[config.mk]
export PLATFORM = sky130hd
export DESIGN_NAME = decode_stage
export DESIGN_NICKNAME = d
export VERILOG_FILES = /design/src/rtl/decode_stage.sv
export SDC_FILE = /design/constraint.sdc
export NUM_CORES = 1
export LEC_CHECK = 0
export BUFFER_PORTS_ARGS = -buffer_cell sky130_fd_sc_hd__buf_2
export CORE_UTILIZATION = 56
export CTS_CLUSTER_SIZE = 25
export DETAILED_ROUTE_END_ITERATION = 10
export PLACE_DENSITY = 0.8
export SYNTH_ARGS = -nofsm -noshare
export SYNTH_HDL_FRONTEND = slang
export SYNTH_SLANG_ARGS = --single-unit
[constraint.sdc]
create_clock -name clk -period 3 [get_ports clk]
set_clock_uncertainty 0.2 [all_clocks]
set_input_delay 0.75 -clock clk [delete_from_list [all_inputs] [get_ports clk]]
set_output_delay 0.75 -clock clk [all_outputs]
set_load 0.02 [all_outputs]
[src/rtl/decode_stage.sv]
// rtl/decode_stage.sv - RV32I(+M) registered decode stage with one-entry skid buffer
// Purpose: decodes ir/pc_in into an execute bundle and registers it behind a
// valid/ready handshake. A one-entry skid buffer absorbs the instruction that
// arrives while execute is stalled, so in_ready is a flop output and
// back-pressure never forms a combinational path back to fetch.
// Ports:
//   clk, rst_n (asynchronous, active low), flush
//   in_valid/in_ready/ir/pc_in      : fetch side
//   out_valid/out_ready             : execute side handshake
//   srcreg*_num, dstreg_num, uses_rs*, imm, alucode, using_r2, using_pc,
//   write_reg, info_load/store/branch, is_muldiv, muldiv_op, illegal, pc_out
//                                   : registered decoded bundle
module decode_stage #(
    parameter int XLEN         = 32,
    parameter bit ENABLE_M     = 1'b1,
    parameter bit ILLEGAL_TRAP = 1'b1
) (
    input  logic            clk,
    input  logic            rst_n,
    input  logic            flush,
    input  logic            in_valid,
    output logic            in_ready,
    input  logic [31:0]     ir,
    input  logic [XLEN-1:0] pc_in,
    output logic            out_valid,
    input  logic            out_ready,
    output logic [4:0]      srcreg1_num,
    output logic [4:0]      srcreg2_num,
    output logic [4:0]      dstreg_num,
    output logic            uses_rs1,
    output logic            uses_rs2,
    output logic [XLEN-1:0] imm,
    output logic [3:0]      alucode,
    output logic            using_r2,
    output logic            using_pc,
    output logic            write_reg,
    output logic [2:0]      info_load,
    output logic [1:0]      info_store,
    output logic [3:0]      info_branch,
    output logic            is_muldiv,
    output logic [2:0]      muldiv_op,
    output logic            illegal,
    output logic [XLEN-1:0] pc_out
);

    // Shared control encodings
    localparam logic [3:0] ALU_UNUSED = 4'd0;
    localparam logic [3:0] ALU_ADD    = 4'd1;
    localparam logic [3:0] ALU_SUB    = 4'd2;
    localparam logic [3:0] ALU_SLL    = 4'd3;
    localparam logic [3:0] ALU_SLT    = 4'd4;
    localparam logic [3:0] ALU_SLTU   = 4'd5;
    localparam logic [3:0] ALU_XOR    = 4'd6;
    localparam logic [3:0] ALU_SRL    = 4'd7;
    localparam logic [3:0] ALU_SRA    = 4'd8;
    localparam logic [3:0] ALU_OR     = 4'd9;
    localparam logic [3:0] ALU_AND    = 4'd10;
    localparam logic [3:0] ALU_LUI    = 4'd11;

    localparam logic [2:0] LD_NOT = 3'd0;
    localparam logic [2:0] LD_LB  = 3'd1;
    localparam logic [2:0] LD_LH  = 3'd2;
    localparam logic [2:0] LD_LW  = 3'd3;
    localparam logic [2:0] LD_LBU = 3'd4;
    localparam logic [2:0] LD_LHU = 3'd5;

    localparam logic [3:0] BR_NOT  = 4'd0;
    localparam logic [3:0] BR_BEQ  = 4'd1;
    localparam logic [3:0] BR_BNE  = 4'd2;
    localparam logic [3:0] BR_BLT  = 4'd3;
    localparam logic [3:0] BR_BGE  = 4'd4;
    localparam logic [3:0] BR_BLTU = 4'd5;
    localparam logic [3:0] BR_BGEU = 4'd6;
    localparam logic [3:0] BR_JAL  = 4'd7;
    localparam logic [3:0] BR_JALR = 4'd8;

    localparam logic [6:0] OPC_LUI    = 7'b0110111;
    localparam logic [6:0] OPC_AUIPC  = 7'b0010111;
    localparam logic [6:0] OPC_JAL    = 7'b1101111;
    localparam logic [6:0] OPC_JALR   = 7'b1100111;
    localparam logic [6:0] OPC_BRANCH = 7'b1100011;
    localparam logic [6:0] OPC_LOAD   = 7'b0000011;
    localparam logic [6:0] OPC_STORE  = 7'b0100011;
    localparam logic [6:0] OPC_OPIMM  = 7'b0010011;
    localparam logic [6:0] OPC_OP     = 7'b0110011;
    localparam logic [6:0] OPC_FENCE  = 7'b0001111;
    localparam logic [6:0] OPC_SYSTEM = 7'b1110011;

    typedef struct packed {
        logic [4:0]      srcreg1_num;
        logic [4:0]      srcreg2_num;
        logic [4:0]      dstreg_num;
        logic            uses_rs1;
        logic            uses_rs2;
        logic [XLEN-1:0] imm;
        logic [3:0]      alucode;
        logic            using_r2;
        logic            using_pc;
        logic            write_reg;
        logic [2:0]      info_load;
        logic [1:0]      info_store;
        logic [3:0]      info_branch;
        logic            is_muldiv;
        logic [2:0]      muldiv_op;
        logic            illegal;
        logic [XLEN-1:0] pc;
    } bundle_t;

    function automatic logic [3:0] alu_of_funct3(input logic [2:0] f3);
        case (f3)
            3'b000:  return ALU_ADD;
            3'b001:  return ALU_SLL;
            3'b010:  return ALU_SLT;
            3'b011:  return ALU_SLTU;
            3'b100:  return ALU_XOR;
            3'b101:  return ALU_SRL;
            3'b110:  return ALU_OR;
            default: return ALU_AND;
        endcase
    endfunction

    function automatic logic [2:0] load_of_funct3(input logic [2:0] f3);
        case (f3)
            3'b000:  return LD_LB;
            3'b001:  return LD_LH;
            3'b010:  return LD_LW;
            3'b100:  return LD_LBU;
            3'b101:  return LD_LHU;
            default: return LD_NOT;
        endcase
    endfunction

    function automatic logic [3:0] branch_of_funct3(input logic [2:0] f3);
        case (f3)
            3'b000:  return BR_BEQ;
            3'b001:  return BR_BNE;
            3'b100:  return BR_BLT;
            3'b101:  return BR_BGE;
            3'b110:  return BR_BLTU;
            3'b111:  return BR_BGEU;
            default: return BR_NOT;
        endcase
    endfunction

    // ---------------------------------------------------------------- decode
    logic [6:0]      opcode;
    logic [2:0]      funct3;
    logic [6:0]      funct7;
    logic [XLEN-1:0] imm_i, imm_s, imm_b, imm_u, imm_j, imm_shamt;
    logic            legal;
    bundle_t         dec;

    assign opcode    = ir[6:0];
    assign funct3    = ir[14:12];
    assign funct7    = ir[31:25];
    assign imm_i     = XLEN'($signed(ir[31:20]));
    assign imm_s     = XLEN'($signed({ir[31:25], ir[11:7]}));
    assign imm_b     = XLEN'($signed({ir[31], ir[7], ir[30:25], ir[11:8], 1'b0}));
    assign imm_u     = XLEN'($signed({ir[31:12], 12'h000}));
    assign imm_j     = XLEN'($signed({ir[31], ir[19:12], ir[20], ir[30:21], 1'b0}));
    assign imm_shamt = XLEN'(ir[24:20]);

    always_comb begin
        dec             = '0;
        legal           = 1'b0;
        dec.srcreg1_num = ir[19:15];
        dec.srcreg2_num = ir[24:20];
        dec.dstreg_num  = ir[11:7];
        dec.pc          = pc_in;
        case (opcode)
            OPC_LUI: begin
                legal         = 1'b1;
                dec.imm       = imm_u;
                dec.alucode   = ALU_LUI;
                dec.write_reg = 1'b1;
            end
            OPC_AUIPC: begin
                legal         = 1'b1;
                dec.imm       = imm_u;
                dec.alucode   = ALU_ADD;
                dec.using_pc  = 1'b1;
                dec.write_reg = 1'b1;
            end
            OPC_JAL: begin
                legal           = 1'b1;
                dec.imm         = imm_j;
                dec.alucode     = ALU_ADD;
                dec.using_pc    = 1'b1;
                dec.write_reg   = 1'b1;
                dec.info_branch = BR_JAL;
            end
            OPC_JALR: begin
                legal           = (funct3 == 3'b000);
                dec.uses_rs1    = 1'b1;
                dec.imm         = imm_i;
                dec.alucode     = ALU_ADD;
                dec.write_reg   = 1'b1;
                dec.info_branch = BR_JALR;
            end
            OPC_BRANCH: begin
                // funct3 010/011 are unassigned branch encodings
                legal           = (funct3[2:1] != 2'b01);
                dec.dstreg_num  = 5'd0;
                dec.uses_rs1    = 1'b1;
                dec.uses_rs2    = 1'b1;
                dec.imm         = imm_b;
                dec.alucode     = ALU_ADD;
                dec.using_pc    = 1'b1;
                dec.info_branch = branch_of_funct3(funct3);
            end
            OPC_LOAD: begin
                legal         = (funct3 != 3'b011) && (funct3[2:1] != 2'b11);
                dec.uses_rs1  = 1'b1;
                dec.imm       = imm_i;
                dec.alucode   = ALU_ADD;
                dec.write_reg = 1'b1;
                dec.info_load = load_of_funct3(funct3);
            end
            OPC_STORE: begin
                legal          = (funct3 <= 3'd2);
                dec.dstreg_num = 5'd0;
                dec.uses_rs1   = 1'b1;
                dec.uses_rs2   = 1'b1;
                dec.imm        = imm_s;
                dec.alucode    = ALU_ADD;
                dec.info_store = funct3[1:0] + 2'd1;
            end
            OPC_OPIMM: begin
                dec.uses_rs1  = 1'b1;
                dec.write_reg = 1'b1;
                if (funct3 == 3'b001) begin
                    legal       = (funct7 == 7'b0000000);
                    dec.imm     = imm_shamt;
                    dec.alucode = ALU_SLL;
                end else if (funct3 == 3'b101) begin
                    legal       = (funct7 == 7'b0000000) || (funct7 == 7'b0100000);
                    dec.imm     = imm_shamt;
                    dec.alucode = funct7[5] ? ALU_SRA : ALU_SRL;
                end else begin
                    legal       = 1'b1;
                    dec.imm     = imm_i;
                    dec.alucode = alu_of_funct3(funct3);
                end
            end
            OPC_OP: begin
                dec.uses_rs1  = 1'b1;
                dec.uses_rs2  = 1'b1;
                dec.using_r2  = 1'b1;
                dec.write_reg = 1'b1;
                if (funct7 == 7'b0000000) begin
                    legal       = 1'b1;
                    dec.alucode = alu_of_funct3(funct3);
                end else if (funct7 == 7'b0100000) begin
                    legal       = (funct3 == 3'b000) || (funct3 == 3'b101);
                    dec.alucode = (funct3 == 3'b000) ? ALU_SUB : ALU_SRA;
                end else if (ENABLE_M && (funct7 == 7'b0000001)) begin
                    legal         = 1'b1;
                    dec.is_muldiv = 1'b1;
                    dec.muldiv_op = funct3;
                end
            end
            // FENCE and SYSTEM retire as NOPs: every control field stays zero
            OPC_FENCE, OPC_SYSTEM: legal = 1'b1;
            default: legal = 1'b0;
        endcase

        // An undecodable word keeps only its register fields and PC so the
        // trap handler can still report it; everything that acts is cleared.
        if (!legal) begin
            dec.uses_rs1    = 1'b0;
            dec.uses_rs2    = 1'b0;
            dec.imm         = '0;
            dec.alucode     = ALU_UNUSED;
            dec.using_r2    = 1'b0;
            dec.using_pc    = 1'b0;
            dec.write_reg   = 1'b0;
            dec.info_load   = LD_NOT;
            dec.info_store  = 2'd0;
            dec.info_branch = BR_NOT;
            dec.is_muldiv   = 1'b0;
            dec.muldiv_op   = 3'd0;
            dec.illegal     = ILLEGAL_TRAP;
        end
        if (dec.dstreg_num == 5'd0) dec.write_reg = 1'b0;
    end

    // -------------------------------------------------------------- pipeline
    bundle_t out_q, out_d, skid_q, skid_d;
    logic    out_valid_q, out_valid_d;
    logic    skid_valid_q, skid_valid_d;
    logic    in_ready_q, in_ready_d;
    logic    accept, load_out;

    assign accept   = in_valid && in_ready_q;
    assign load_out = !out_valid_q || out_ready;

    always_comb begin
        out_d        = out_q;
        skid_d       = skid_q;
        out_valid_d  = out_valid_q;
        skid_valid_d = skid_valid_q;
        if (flush) begin
            out_valid_d       = 1'b0;
            skid_valid_d      = 1'b0;
            out_d.write_reg   = 1'b0;
            out_d.info_load   = LD_NOT;
            out_d.info_store  = 2'd0;
            out_d.info_branch = BR_NOT;
        end else if (load_out) begin
            // in_ready_q is low whenever the skid is full, so no accept can
            // collide with a drain.
            if (skid_valid_q) begin
                out_d        = skid_q;
                out_valid_d  = 1'b1;
                skid_valid_d = 1'b0;
            end else begin
                out_valid_d = accept;
                if (accept) out_d = dec;
            end
        end else if (accept) begin
            skid_d       = dec;
            skid_valid_d = 1'b1;
        end
        in_ready_d = !skid_valid_d;
    end

    always_ff @(posedge clk or negedge rst_n) begin
        if (!rst_n) begin
            out_q        <= '0;
            skid_q       <= '0;
            out_valid_q  <= 1'b0;
            skid_valid_q <= 1'b0;
            in_ready_q   <= 1'b1;
        end else begin
            out_q        <= out_d;
            skid_q       <= skid_d;
            out_valid_q  <= out_valid_d;
            skid_valid_q <= skid_valid_d;
            in_ready_q   <= in_ready_d;
        end
    end

    assign in_ready    = in_ready_q;
    assign out_valid   = out_valid_q;
    assign srcreg1_num = out_q.srcreg1_num;
    assign srcreg2_num = out_q.srcreg2_num;
    assign dstreg_num  = out_q.dstreg_num;
    assign uses_rs1    = out_q.uses_rs1;
    assign uses_rs2    = out_q.uses_rs2;
    assign imm         = out_q.imm;
    assign alucode     = out_q.alucode;
    assign using_r2    = out_q.using_r2;
    assign using_pc    = out_q.using_pc;
    assign write_reg   = out_q.write_reg;
    assign info_load   = out_q.info_load;
    assign info_store  = out_q.info_store;
    assign info_branch = out_q.info_branch;
    assign is_muldiv   = out_q.is_muldiv;
    assign muldiv_op   = out_q.muldiv_op;
    assign illegal     = out_q.illegal;
    assign pc_out      = out_q.pc;

endmodule

# Yosys cells after proc, flatten, opt, wreduce, memory -nomap -nowiden
# Index checks and enable logic that the tools add are counted.
[word_totals]
regBits = 207
input_bits = 69
output_inout_bits = 104
wordCells = 132
[classes]
n_addsub = 1
n_lt_le_gt_ge = 1
eq_ne = 23
n_mux = 43
bitwise_logic = 2
n_reduce_logical = 25
[op_table]
columns = ["cell", "n"]
rows = [
  ["$mux 102", 2],
  ["$pmux 32 s6", 1],
  ["$mux 36", 2],
  ["$mux 55", 1],
  ["$mux 47", 1],
  ["$mux 4", 8],
  ["$eq 7x6->1 const B", 4],
  ["$eq 7x7->1 const B", 4],
  ["$pmux 4 s7", 1],
  ["$pmux 4 s5", 1],
  ["$pmux 3 s6", 1],
  ["$mux 1", 17],
  ["$pmux 4 s4", 1],
  ["$pmux 3 s5", 1],
  ["$eq 7x5->1 const B", 2],
  ["$eq 3x3->1 const B", 4],
  ["$pmux 4 s3", 1],
  ["$reduce_or 6->1", 2],
  ["$mux 10", 1],
  ["$eq 7x1->1 const B", 1],
  ["$eq 7x2->1 const B", 1],
  ["$eq 7x4->1 const B", 1],
  ["$logic_not 7->1", 1],
  ["$pmux 1 s7", 1],
  ["24 further kinds", 35],
]

# Longest topological paths before layout
# Gate-level depths: netlist of the first run.
[depth]
ltp_word = 11
depth_mapped = 12
depth_no_buf = 9

# Least setup slack after synthesis of the first run
# OpenSTA, ideal clock, no wires.
[synth_path]
path_kind = "in2reg"
start = "input ir[13]"
end = "register out_q (netlist bit alucode[0])"
setup_time_ps = 133
t_arrival_ps = 2795
required_time_ps = 2667
path_slack_ps = -128
path_stages = 12
n_path_buf = 3
cell_sequence = "clkbuf_1 -> inv_1 -> ha_1 -> buf_2 -> mux2i_1 -> o21ai_0 -> a31oi_1 -> o32ai_2 -> or3_1 -> clkbuf_1 -> o21ai_0 -> o21ai_0"
[synth_between]
elab_chain_len = 8
word_cells_on_any_way = 27
classes_between = "order compare: 1; eq/ne: 9; mux: 14; reduce/logical: 3"
[synth_lines]
columns = ["element", "line_no", "rtl"]
rows = [
  ["from (decl)", "23", "input logic [31:0] ir,"],
  ["$eq 3x3->1, or another cell as far along", "110", "case (f3)"],
  ["$pmux 4 s5 or $logic_or 1x1->1 (tied branches)", "110, 254", ""],
  ["$mux 36 or $mux 1 (tied branches)", "235, 253", ""],
  ["$mux 36 or $mux 1 (tied branches)", "231, 250", ""],
  ["$pmux 4 s4 or $pmux 1 s7 (tied branches)", "170", "case (opcode)"],
  ["$mux 55 *", "269", "if (!legal) begin"],
  ["$mux 102 *", "318", "if (accept) out_d = dec;"],
  ["$mux 102 *", "312", "if (skid_valid_q) begin"],
  ["to (signal assigned)", "335", "out_q <= out_d;"],
  ["to (decl)", "288", "bundle_t out_q, out_d, skid_q, skid_d;"],
]
# Every way passes the cells marked *; elsewhere a longest branch is shown, timed or not. The select of a mux whose other input is x is not followed.
# A chain may end at the register's enable or synchronous reset.

# Worst setup path in the final report of the first run
[layout_path]
start = "input ir[27]"
end = "register out_q (netlist bit imm[21])"
[layout_between]
elab_chain_len = 8
word_cells_on_any_way = 13
classes_between = "eq/ne: 2; mux: 9; reduce/logical: 2"
[layout_lines]
columns = ["element", "line_no", "rtl"]
rows = [
  ["$eq 7x1->1, or another cell as far along", "256", "end else if (ENABLE_M && (funct7 == 7'b0000001)) begin"],
  ["$mux 1 or $logic_or 1x1->1 (tied branches)", "256, 236", ""],
  ["$mux 1 (on tied branches)", "253, 235", ""],
  ["$mux 1 (on tied branches)", "250, 231", ""],
  ["$pmux 1 s7 *", "170", ""],
  ["$mux 55 *", "269", ""],
  ["$mux 102 *", "318", ""],
  ["$mux 102 *", "312", ""],
]
# Marks and branches as above.

==> results by stage, run 1 <==
Setup path:
- The data arrival time of the critical path is roughly 3000 ps.
- Walking the worst path, the cells encountered are buf_2 -> or4_4 -> nor2_4 -> a31oi_1 -> o32ai_2 -> o21ai_1 -> or2_1 -> o31ai_1.
- Data on the critical path is required at its endpoint by about 3200 ps.
- The worst stage delay on the critical path is approximately 570 ps.
- The type of the setup path with the least slack is primary input to register.
- Along the worst path, the maximum fanout reaches 12.
- The worst setup path is captured at a register.
- The worst-path cell with the longest stage delay is sky130_fd_sc_hd__or4_4.
- The launching element type of the critical path is a primary input.

Detailed routing:
- The DRC marker count from the first detailed-route iteration is between 600 and 700.
- The number of vias per cell is just under 6.
- The total vias in the final route is just under 9,000.
- The routed length per placed instance is 18.07 um.
- For this block, the routed nets add up to ~27,000 um of wire.
- The residual antenna-violating net count after detailed routing is 0.
- The detailed-router iteration count before antenna repair is 5.
- After detailed routing, the number of remaining DRC violations is 0.

Finish:
- For this run, the share of the core covered by cells in the final layout is a little under three quarters.
- Leaving out fill and tap cells, the most frequent cell in the layout is sky130_fd_sc_hd__nand2_1.
- The register with the most flip-flops in the layout has between 100 and 150 of them.
- The layout cell share with drive strength beyond 1 is 23.22%.
- Summing all non-filler instances in the final layout gives an area of roughly 12,000 um2.
- After the last flow step, the layout net total stands at 1,323.
- In the layout the commonest cells are sky130_fd_sc_hd__nand2_1, sky130_fd_sc_hd__dfrtp_1, sky130_fd_sc_hd__buf_2, sky130_fd_sc_hd__o21ai_0, sky130_fd_sc_hd__a21oi_1.
- The area growth from synthesis to layout is 22.50%.
- The register with the most flip-flops in the final layout is skid_q.
- The final instance count without filler cells is around 1,500.

Synthesis:
- The synthesized instance count is around 1,100.
- The async set-or-reset flop fraction in the synthesized netlist is between 90% and 100%.
- After Yosys synthesis, full adders, half adders and majority gates account for less than 1% of the synthesized area.
- Summing the areas of all compound-gate instances in the mapped netlist gives between 10% and 20% of the synthesized area.
- Summing every instance area after synthesis gives 9708 um2.
- Counting distinct cell types in the post-synthesis netlist gives around 60.
- The number of storage elements in the synthesis netlist is about 210.
- After synthesis, the mean cell area works out to approximately 9 um2.
- The synthesized design contains 0 enable-type register cells.
- Of the total synthesized cell area, the portion taken by XOR and XNOR cells is 0.09022%.
- By area, the combinational part of the netlist is dominated by compound AO/OA/AOI/OAI gates.
- The multiplexer area fraction after synthesis is roughly 5.1%.
- The total nets after synthesis is about 1,100.
- The most common flop cell mapped by yosys is sky130_fd_sc_hd__dfrtp_1.
- After synthesis, flip-flops and latches occupy about 53% of the total area.
- The count of yosys warnings during synthesis is 0.
- The synthesized netlist devotes between 10% and 20% of its cell area to simple gates.

Floorplanning:
- The area enclosed by the die boundary is 17,870 um2.
- The die span in y is roughly 130 um.
- The horizontal die dimension is ~130 um.
- The area of the placeable core is roughly 17,000 um2.
- The initial utilization of the core area, before any placement, comes to a little under 60%.
- The floorplan has 47 rows.
- The number of ports placed on the die boundary is 173.

Timing:
- The worst pin sits at a relative slew slack of between 60 and 70%.
- The number of hold-slack violations in the final timing report came to 0.
- The hold slack is roughly 18 ps.
- Adding up every negative setup slack in the final design gives 0 ps.
- The minimum setup slack in the final design is between 200 and 250 ps.
- Setup repair after global routing left no endpoint under its margin.
- Setup violations remaining at the end of the flow were counted as 0.
- The final count of pins violating max slew is 0.
- After layout, the worst path uses a little over 90% of the clock period.
- At the pin with the least slew margin, the transition time is between 500 and 600 ps.
- The worst path needs 2770 ps of the cycle, external delays included.
- The peak clock frequency supported by timing is 0.3610 GHz.

Pwr:
- The clock network burns a little under two fifths of the power.
- The overall power is roughly 7 mW.
- The total power per unit cell area is 584.2 nW/um2.
- The total leakage power is 5.846 nW.
- The internal cell power is about 5 mW.
- For this design the total switching power over the nets is about 1.9 mW.
- The proportion of power drawn by combinational gates is between 10% and 20%.
- The switching share of total power is around 28%.
- Across the VDD grid, the largest voltage drop is 0.4411 mV.
- Sequential cells burn a little under half of the power.

Placed design:
- Prior to clock tree synthesis, the placed netlist has a worst setup slack of -269.2 ps.
- The total instance count after detailed placement is 1,446.
- The cell area after placement is 11,190 um2.
- The detailed-placement wirelength estimate is roughly 18,000 um.
- The final weighted congestion in routability-driven placement is around 0.94.
- Input and output buffers added on the ports amount to ~170.

GRT:
- Entering global routing, the biggest net connects 88 pins.
- The number of global-route vias before repair is between 8,000 and 9,000.
- The number of antenna violations at the first check in global routing is 1.
- For this run, the total global-route usage over all layers was measured as between 30% and 40%.
- The remaining global-route overflow is 0.
- The global-route wire length before repair is around 44,000 um.

Clocking:
- The TritonCTS clock tree is yes.
- For this design, the sink count on the clock tree is about 210.
- The number of buffers added to fix hold violations after cts is 0.
- The number of clock buffers added by TritonCTS is 22.
- Once the clock tree was built, the setup fixing pass inserted 0 buffers.
- The clock input transition at the sequential cells of the worst setup and hold paths is 60 ps.
- The number of gates given a new drive strength after cts is 0.
- The root buffer cell chosen for the clock tree is sky130_fd_sc_hd__clkbuf_16.
- In this run the number of H-tree levels came out at 1.
- The deepest clock path buffer count is 3.
- The latest clock arrival within the worst-skew pair is around 500 ps.

Status:
- The run finished with clean final reports.

Flow run:
- The max capacitance violation total is 0.

Worst hold path:
- The path class of the tightest hold or removal check is primary input to asynchronous set/reset pin.
## power groups by stage
stage	clock network, mW	registers [mW]	logic (mW)
2_1_floorplan	0	3.45	0.434
3_3_place_gp	0	3.28	1.05
3_5_place_dp	0	3.30	1.07
4_1_cts	2.65	3.25	1.08
5_1_grt	2.76	3.29	1.19
6_report	2.62	3.25	1.07
## final timing paths
kind	cells past startpoint	from	to	slack (ps)
min in group clk	3	pc_in[1]	skid_q[1]	250
max in group asynchronous	2	rst_n	in_ready	1850
min reg2reg	2	skid_q[49]	skid_q[49]	270
min	1	rst_n	skid_q[34]	20
max reg2reg	7	in_ready	imm[24]	780
max	8	ir[27]	imm[21]	230
## cell families after synthesis
group                    count (synthesis)
AO/OA/AOI/OAI                          310
AND/OR/NAND/NOR                        401
multiplexers                            49
flip-flops                             207
adder cells (fa/ha/maj)                  4
buffers and inverters                   92
XOR/XNOR                                 1
## synth_stat cells, types with 8 or more instances
cell | count | area (um2)
sky130_fd_sc_hd__a21oi_1 | 86 | 430.4
sky130_fd_sc_hd__o211ai_1 | 10 | 75.07
sky130_fd_sc_hd__and3_1 | 29 | 181.4
sky130_fd_sc_hd__dfrtp_1 | 206 | 5155
sky130_fd_sc_hd__o21a_1 | 9 | 67.56
sky130_fd_sc_hd__nand2_1 | 270 | 1013
sky130_fd_sc_hd__clkbuf_1 | 61 | 229.0
sky130_fd_sc_hd__mux2i_1 | 47 | 470.5
sky130_fd_sc_hd__a22o_1 | 10 | 87.58
sky130_fd_sc_hd__buf_1 | 15 | 56.30
sky130_fd_sc_hd__nor2_1 | 44 | 165.2
sky130_fd_sc_hd__or3_1 | 8 | 50.05
sky130_fd_sc_hd__o31ai_1 | 28 | 210.2
sky130_fd_sc_hd__o21ai_0 | 124 | 620.6
sky130_fd_sc_hd__nor3_1 | 9 | 45.04
## final cells by class
cell class | instances | area (um2)
fillers | 1331 | 4867
diodes | 1 | 2.502
flip-flops and latches | 207 | 5185
clock buffers | 36 | 674.4
repair buffers | 247 | 1533
inverters | 7 | 26.28
multi-input cells | 765 | 4173
well taps | 220 | 275.3
clock inverters | 4 | 23.77
## layer usage
metal	share of wire (%)	GRT usage, %
met1	43	44.10
met4	3.7	10.04
met2	47	48.50
met5	0	0
met3	6.5	3.767
## critical path, delay by kind of cell
family	cells	cell delay (ps)
compound gates	4	1030
buf+inv	1	100
simple gates	3	1090
(Power assumes the default switching activity.)
==> run 2: changes to the inputs <==
Clock period 3 ns to 2.8 ns, I/O delays scaled along.
==> results by stage, run 2 (synthesized netlist as in run 1, its figures left out) <==
Finish:
- The count of antenna diodes in the layout is 0 (was 1).
- The register containing the most flip-flops in the final layout is skid_q (unchanged).
- The area growth from synthesis to layout is 24.56% (was 22.50%).
- The end-of-flow core utilization was 72.15% (was 70.96%).
- The most frequent standard cell in the layout excluding fill and tap cells is sky130_fd_sc_hd__nand2_1 (unchanged).
- The final-stage net count is 1,327 (was 1,323).
- Most frequent cells in the layout: sky130_fd_sc_hd__nand2_1, sky130_fd_sc_hd__dfrtp_1, sky130_fd_sc_hd__buf_2, sky130_fd_sc_hd__o21ai_0, sky130_fd_sc_hd__a21oi_1 (unchanged).
- The final instance count without filler cells is 1,489 (was 1,487).
- The layout cell share with drive strength beyond 1 is 24.19% (was 23.22%).
- The number of flip-flops in the largest register is 102 (unchanged).

Setup path:
- The sort of element at the end of the critical path is a register (unchanged).
- The launching element type of the critical path was a primary input (unchanged).
- The data arrival time of the critical path is 2890 ps (was 2970 ps).
- The critical path buffer and inverter count came to 2 (was 1).
- The type of the setup path with the least slack is primary input to register (unchanged).
- Cell-by-cell trace of the critical path: buf_2 -> or4_4 -> o41a_1 -> o32ai_2 -> buf_4 -> o21ai_1 -> or2_1 -> o31ai_1 (was buf_2 -> or4_4 -> nor2_4 -> a31oi_1 -> o32ai_2 -> o21ai_1 -> or2_1 -> o31ai_1).
- The worst stage delay on the critical path is 570 ps (about the same).
- The cell type group with the largest total delay on the critical path is simple AND/OR/NAND/NOR gates (unchanged).
- The required arrival time at the worst endpoint is 3000 ps (was 3200 ps).
- The worst-path cell with the longest stage delay is sky130_fd_sc_hd__or4_4 (unchanged).
- The largest driver fanout on the critical path is 12 (unchanged).

GRT:
- The global-route wire length before repair came to 43,710 um (was 43,700 um).
- The remaining global-route overflow is 0 (unchanged).
- The total routing usage reported by global routing is 30.95% (was 30.66%).
- The largest net degree at the start of global routing is 129 (was 88).
- The number of global-route vias before repair is 8,404 (was 8,350).
- The number of antenna violations at the first check in global routing is 0 (was 1).

Clocking:
- The number of setup buffers added after CTS is 0 (unchanged).
- The number of gates given a new drive strength after cts was 0 (unchanged).
- The deepest clock path buffer count is 3 (unchanged).
- The TritonCTS clock tree is yes (unchanged).
- The cell at the root of the clock tree is sky130_fd_sc_hd__clkbuf_16 (unchanged).
- The clock input transition at the sequential cells of the worst setup and hold paths is 60 ps (about the same).
- The number of buffers added by the clock tree synthesis step was 22 (unchanged).
- The sink count of the clock tree is 207 (unchanged).
- The number of buffers added to fix hold violations after cts is 0 (unchanged).
- The latest clock arrival within the worst-skew pair is 510 ps (was 500 ps).
- The number of levels the H-tree was split into was 1 (unchanged).

Timing:
- The hold slack is -8.711 ps (was 18.25 ps).
- RSZ-0062 raised after global routing: no (unchanged).
- The final count of pins violating max slew came to 0 (unchanged).
- The setup TNS came to 0 ps (unchanged).
- The number of hold-slack violations in the final timing report is 6 (was 0).
- The slew at the pin with the worst max-slew slack is 809.7 ps (was 595.6 ps).
- The clock period could shrink to between 2000 and 3000 ps.
- The relative slew slack is 44.62% (was 60.30%).
- The worst path uses 96.26% of the clock period.
- The peak clock frequency supported by timing is between 0.3 and 0.4 GHz.
- The minimum setup slack in the final design is 104.9 ps (was 229.6 ps).
- The number of setup violations in the final report is 0 (unchanged).

Floorplanning:
- The area of the placeable core was 16,760 um2 (unchanged).
- The standard-cell row count is 47 (unchanged).
- The die span in y came to 133.7 um (unchanged).
- The horizontal die dimension was 133.7 um (unchanged).
- The number of ports placed on the die boundary is 173 (unchanged).
- The initial cell density of the core is 57.92% (unchanged).
- The area enclosed by the die boundary is 17,870 um2 (unchanged).

Pwr:
- The total power per unit cell area is 642.3 nW/um2 (was 584.2 nW/um2).
- The worst IR drop on VDD came to 0.4419 mV (was 0.4411 mV).
- The total leakage power is 5.915 nW (was 5.846 nW).
- The overall power is 7.768 mW (was 6.948 mW).

Placed design:
- The post-placement worst setup slack was -336.8 ps (was -269.2 ps).
- The final weighted congestion in routability-driven placement is 0.9365 (was 0.9417).
- The number of input and output port buffers inserted was 172 (unchanged).
- The total instance count after detailed placement came to 1,450 (was 1,446).
- The detailed-placement wirelength estimate is 18,210 um (was 18,410 um).

Flow run:
- The max capacitance violation total was 0 (unchanged).

Detailed routing:
- The detailed-router iteration count before antenna repair is 5 (unchanged).
- The number of vias per cell is 5.880 (was 5.868).
- The sum of routed wire length over all layers is 27,050 um (was 26,870 um).
- The residual antenna-violating net count after detailed routing is 0 (unchanged).
- The DRC marker count from the first detailed-route iteration is 653 (was 621).
- The routed length per placed instance is 18.17 um (was 18.07 um).
- The total vias in the final route came to 8,756 (was 8,725).
- The number of design rule violations left after detail routing came to 0 (unchanged).

Status:
- Status: finished, violations left (was finished clean).
- The final reports fail on hold timing.

Worst hold path:
- The class of the tightest hold or removal check is primary input to asynchronous set/reset pin (unchanged).
==> run 2: changes by cell type in the layout (fill, tap and decap cells not counted), sizes merged <==
cell | before | now
diode | 1 | 0
clkbuf | 37 | 34
buf | 246 | 250
clkinv | 4 | 3
bufinv | 0 | 3
==> run 2: routing by layer <==
metal	routed length, um	global-route usage, %	share of wire (%)
met3	1769	4.909	6.5
met4	1159	13.57	4.3
met2	12810	49.25	47
met1	11310	42.14	42
met5	0	0	0
==> run 2: worst reg2reg max path, stage by stage, from the launching register on <==
cell,delay [ps]
sky130_fd_sc_hd__dfstp_2,580
sky130_fd_sc_hd__a21o_1,160
sky130_fd_sc_hd__nand2_1,140
sky130_fd_sc_hd__nor2_4,310
sky130_fd_sc_hd__buf_4,380
sky130_fd_sc_hd__and3_1,220
sky130_fd_sc_hd__a21oi_1,40
sky130_fd_sc_hd__o31ai_1,80
==> run 2: final timing paths <==
kind / to / startpoint / depth (start not counted) / slack, ps
worst max-delay path: imm[26] / ir[27] / 8 / 100
worst min-delay path: info_branch[3] / rst_n / 1 / -9
worst max register to register: imm[26] / in_ready / 7 / 600
worst min register to register: skid_q[75] / skid_q[75] / 2 / 270
max in group asynchronous: in_ready / rst_n / 2 / 1770
min in group clk: skid_q[2] / pc_in[2] / 3 / 190
==> run 2: power by group <==
group	internal, mW	switching, mW
sequential	3.31	0.175
combinational	0.423	0.751
clock	1.93	1.17
total	5.67	2.10
==> run 2: stage by stage <==
stage               cell area [um2]  hold WS [ps]
floorplan                      9779         204.4
finish                        12090        -8.711
global placement              11310         252.9
CTS                           12090         4.118
detailed placement            11310         261.8
global route                  12090         14.12
==> run 2: area by class of cell <==
cell class	instances	area (um2)
Sequential cell	207	5185
Timing Repair Buffer	251	1613
Inverter	7	31.28
Tap cell	220	275.3
Multi-Input combinational cell	765	4207
Clock buffer	33	673.1
Fill cell	1251	4667
Clock inverter	6	108.9
==> run 3: changes to the inputs <==
Settings changed: CORE_UTILIZATION 56 to 40, MAX_ROUTING_LAYER set to met4, PLACE_DENSITY 0.8 to not set.
==> results by stage, run 3 (synthesized netlist as in run 1, its figures left out) <==
Setup path:
- The sort of element at the end of the critical path is a register (unchanged).
- The launching element type of the critical path was a primary input (unchanged).
- The largest driver fanout on the critical path was 7 (was 12).
- The required arrival time at the worst endpoint is 3010 ps (was 3000 ps).
- The type of the setup path with the least slack is primary input to register (unchanged).
- The data arrival time of the critical path is 2890 ps (about the same).

Timing:
- The slew at the pin with the worst max-slew slack is 784.0 ps (was 809.7 ps).
- The final count of pins violating max slew is 0 (unchanged).
- The clock period minus worst slack is 2680 ps (was 2695 ps).
- RSZ-0062 raised after global routing: no (unchanged).
- The peak clock frequency supported by timing is 0.3732 GHz (was 0.3710 GHz).
- The relative slew slack came to 47.73% (was 44.62%).
- The part of the cycle the worst path needs was 95.71% (was 96.26%).
- The number of hold-slack violations in the final timing report is 0 (was 6).
- The number of setup violations in the final report came to 0 (unchanged).

Finish:
- The area of all placed cells without fillers is 12,410 um2 (was 12,090 um2).
- The area growth from synthesis to layout is 27.84% (was 24.56%).
- The number of fillers in the final layout is 2,240 (was 1,251).
- The register containing the most flip-flops in the final layout is skid_q (unchanged).
- Most frequent cells in the layout: sky130_fd_sc_hd__nand2_1, sky130_fd_sc_hd__dfrtp_1, sky130_fd_sc_hd__buf_2, sky130_fd_sc_hd__o21ai_0, sky130_fd_sc_hd__buf_4 (was sky130_fd_sc_hd__nand2_1, sky130_fd_sc_hd__dfrtp_1, sky130_fd_sc_hd__buf_2, sky130_fd_sc_hd__o21ai_0, sky130_fd_sc_hd__a21oi_1).
- The layout cell share with drive strength beyond 1 came to 25.73% (was 24.19%).
- The sequential cell area is 5185 um2 (unchanged).
- The end-of-flow core utilization is 52.56% (was 72.15%).
- The count of antenna diodes in the layout was 0 (unchanged).
- The number of flip-flops in the largest register was 102 (unchanged).
- The most frequent standard cell in the layout excluding fill and tap cells is sky130_fd_sc_hd__nand2_1 (unchanged).
- The area of combinational cells with multiple inputs is 4210 um2 (was 4207 um2).
- The final-stage net count is 1,350 (was 1,327).

Floorplanning:
- The standard-cell row count is 56 (was 47).
- The area of the placeable core is 23,610 um2 (was 16,760 um2).
- The number of ports placed on the die boundary is 173 (unchanged).
- The area enclosed by the die boundary is 24,900 um2 (was 17,870 um2).
- The initial cell density of the core was 41.11% (was 57.92%).
- The horizontal die dimension is 157.8 um (was 133.7 um).
- The die span in y came to 157.8 um (was 133.7 um).

Clocking:
- The TritonCTS clock tree is yes (unchanged).
- The number of levels the H-tree was split into came to 1 (unchanged).
- The deepest clock path buffer count is 3 (unchanged).
- The number of buffers added by the clock tree synthesis step is 24 (was 22).
- The sink count of the clock tree was 207 (unchanged).
- The latest clock arrival within the worst-skew pair was 520 ps (was 510 ps).
- The cell at the root of the clock tree is sky130_fd_sc_hd__clkbuf_16 (unchanged).
- The clock input transition at the sequential cells of the worst setup and hold paths is 60 ps (about the same).

Detailed routing:
- The number of design rule violations left after detail routing came to 0 (unchanged).
- The total vias in the final route was 8,457 (was 8,756).
- The number of vias per cell is 5.243 (was 5.880).
- The detailed-router iteration count before antenna repair is 7 (was 5).
- The sum of routed wire length over all layers is 28,940 um (was 27,050 um).
- The DRC marker count from the first detailed-route iteration is 679 (was 653).
- The residual antenna-violating net count after detailed routing is 0 (unchanged).
- The routed length per placed instance was 17.94 um (was 18.17 um).

GRT:
- The remaining global-route overflow is 0 (unchanged).
- The largest net degree at the start of global routing came to 129 (unchanged).
- The total routing usage reported by global routing is 24.35% (was 30.95%).
- The number of antenna violations at the first check in global routing is 0 (unchanged).
- The number of global-route vias before repair is 8,042 (was 8,404).
- The global-route wire length before repair is 45,640 um (was 43,710 um).

Placed design:
- The detailed-placement wirelength estimate was 20,170 um (was 18,210 um).
- The final weighted congestion in routability-driven placement is 0.9404 (was 0.9365).
- The cell area after placement is 11,580 um2 (was 11,310 um2).
- The number of input and output port buffers inserted came to 172 (unchanged).

Pwr:
- The overall power was 7.859 mW (was 7.768 mW).
- The worst IR drop on VDD is 0.4057 mV (was 0.4419 mV).
- The total power per unit cell area is 633.3 nW/um2 (was 642.3 nW/um2).
- The total leakage power came to 6.029 nW (was 5.915 nW).

Status:
- Status: finished clean (was finished, violations left).

Flow run:
- The max capacitance violation total is 0 (unchanged).

Worst hold path:
- The class of the tightest hold or removal check is primary input to register (was primary input to asynchronous set/reset pin).
-- run 3: path summary, 6_finish.rpt --
kind | from | end | slack, ps | cells after the start
worst min-delay path | pc_in[25] | skid_q[25] | 180 | 3
worst max-delay path | ir[27] | imm[21] | 120 | 10
max in group asynchronous | rst_n | imm[6] | 1240 | 3
worst max register to register | in_ready | imm[8] | 570 | 7
worst min register to register | info_store[0] | info_store[0] | 270 | 2
min in group asynchronous | rst_n | skid_q[30] | 520 | 2
-- run 3: stage by stage --
stage | setup slack [ps] | TNS [ps] | cells | hold slack (ps)
3_3_place_gp | -410.8 | -16460 | 1569 | 255.4
2_1_floorplan | -4.018 | -15.40 | 1064 | 204.4
6_report | 120.1 | 0 | 1613 | 178.1
4_1_cts | 131.5 | 0 | 1613 | 159.7
5_1_grt | 18.66 | 0 | 1613 | 162.3
3_5_place_dp | -409.9 | -17520 | 1569 | 260.2
-- run 3: final cells by class --
| class | count | area share, % |
|---|---|---|
| clock buffer | 32 | 5.484 |
| clock inverter | 11 | 1.059 |
| inverter | 7 | 0.2520 |
| multi-input combinational | 765 | 33.92 |
| sequential | 207 | 41.78 |
| tap | 319 | 3.216 |
| timing repair buffer | 272 | 14.29 |
-- run 3: power breakdown --
group | switching [mW] | internal, mW
Sequential | 0.155 | 3.31
Combinational | 0.764 | 0.440
Clock | 1.29 | 1.90
Total | 2.21 | 5.65
-- run 3: timing repair --
action                                  CTS  global route
hold endpoints to repair                 47             0
gates resized for setup                   0             2
setup buffers                             0             0
endpoints found under the setup margin    0             8
hold buffers                              1             0
-- run 3: metal layers --
layer / vias up / global-route usage [%] / wire, um
li1: 4132 / - / -
met1: 4033 / 34.50 / 13710
met2: 246 / 36.65 / 12940
met3: 46 / 3.723 / 1655
met4: 0 / 5.502 / 638
met5: - / - / 0
-- run 3: worst max-delay path, stage by stage --
cell and delay (ps):
sky130_fd_sc_hd__buf_2 100, sky130_fd_sc_hd__or4_4 580, sky130_fd_sc_hd__nor2_4 110, sky130_fd_sc_hd__a31oi_1 100
sky130_fd_sc_hd__o32ai_2 360, sky130_fd_sc_hd__buf_4 200, sky130_fd_sc_hd__o21ai_1 70, sky130_fd_sc_hd__or2_1 250
sky130_fd_sc_hd__buf_4 170, sky130_fd_sc_hd__o31ai_1 240
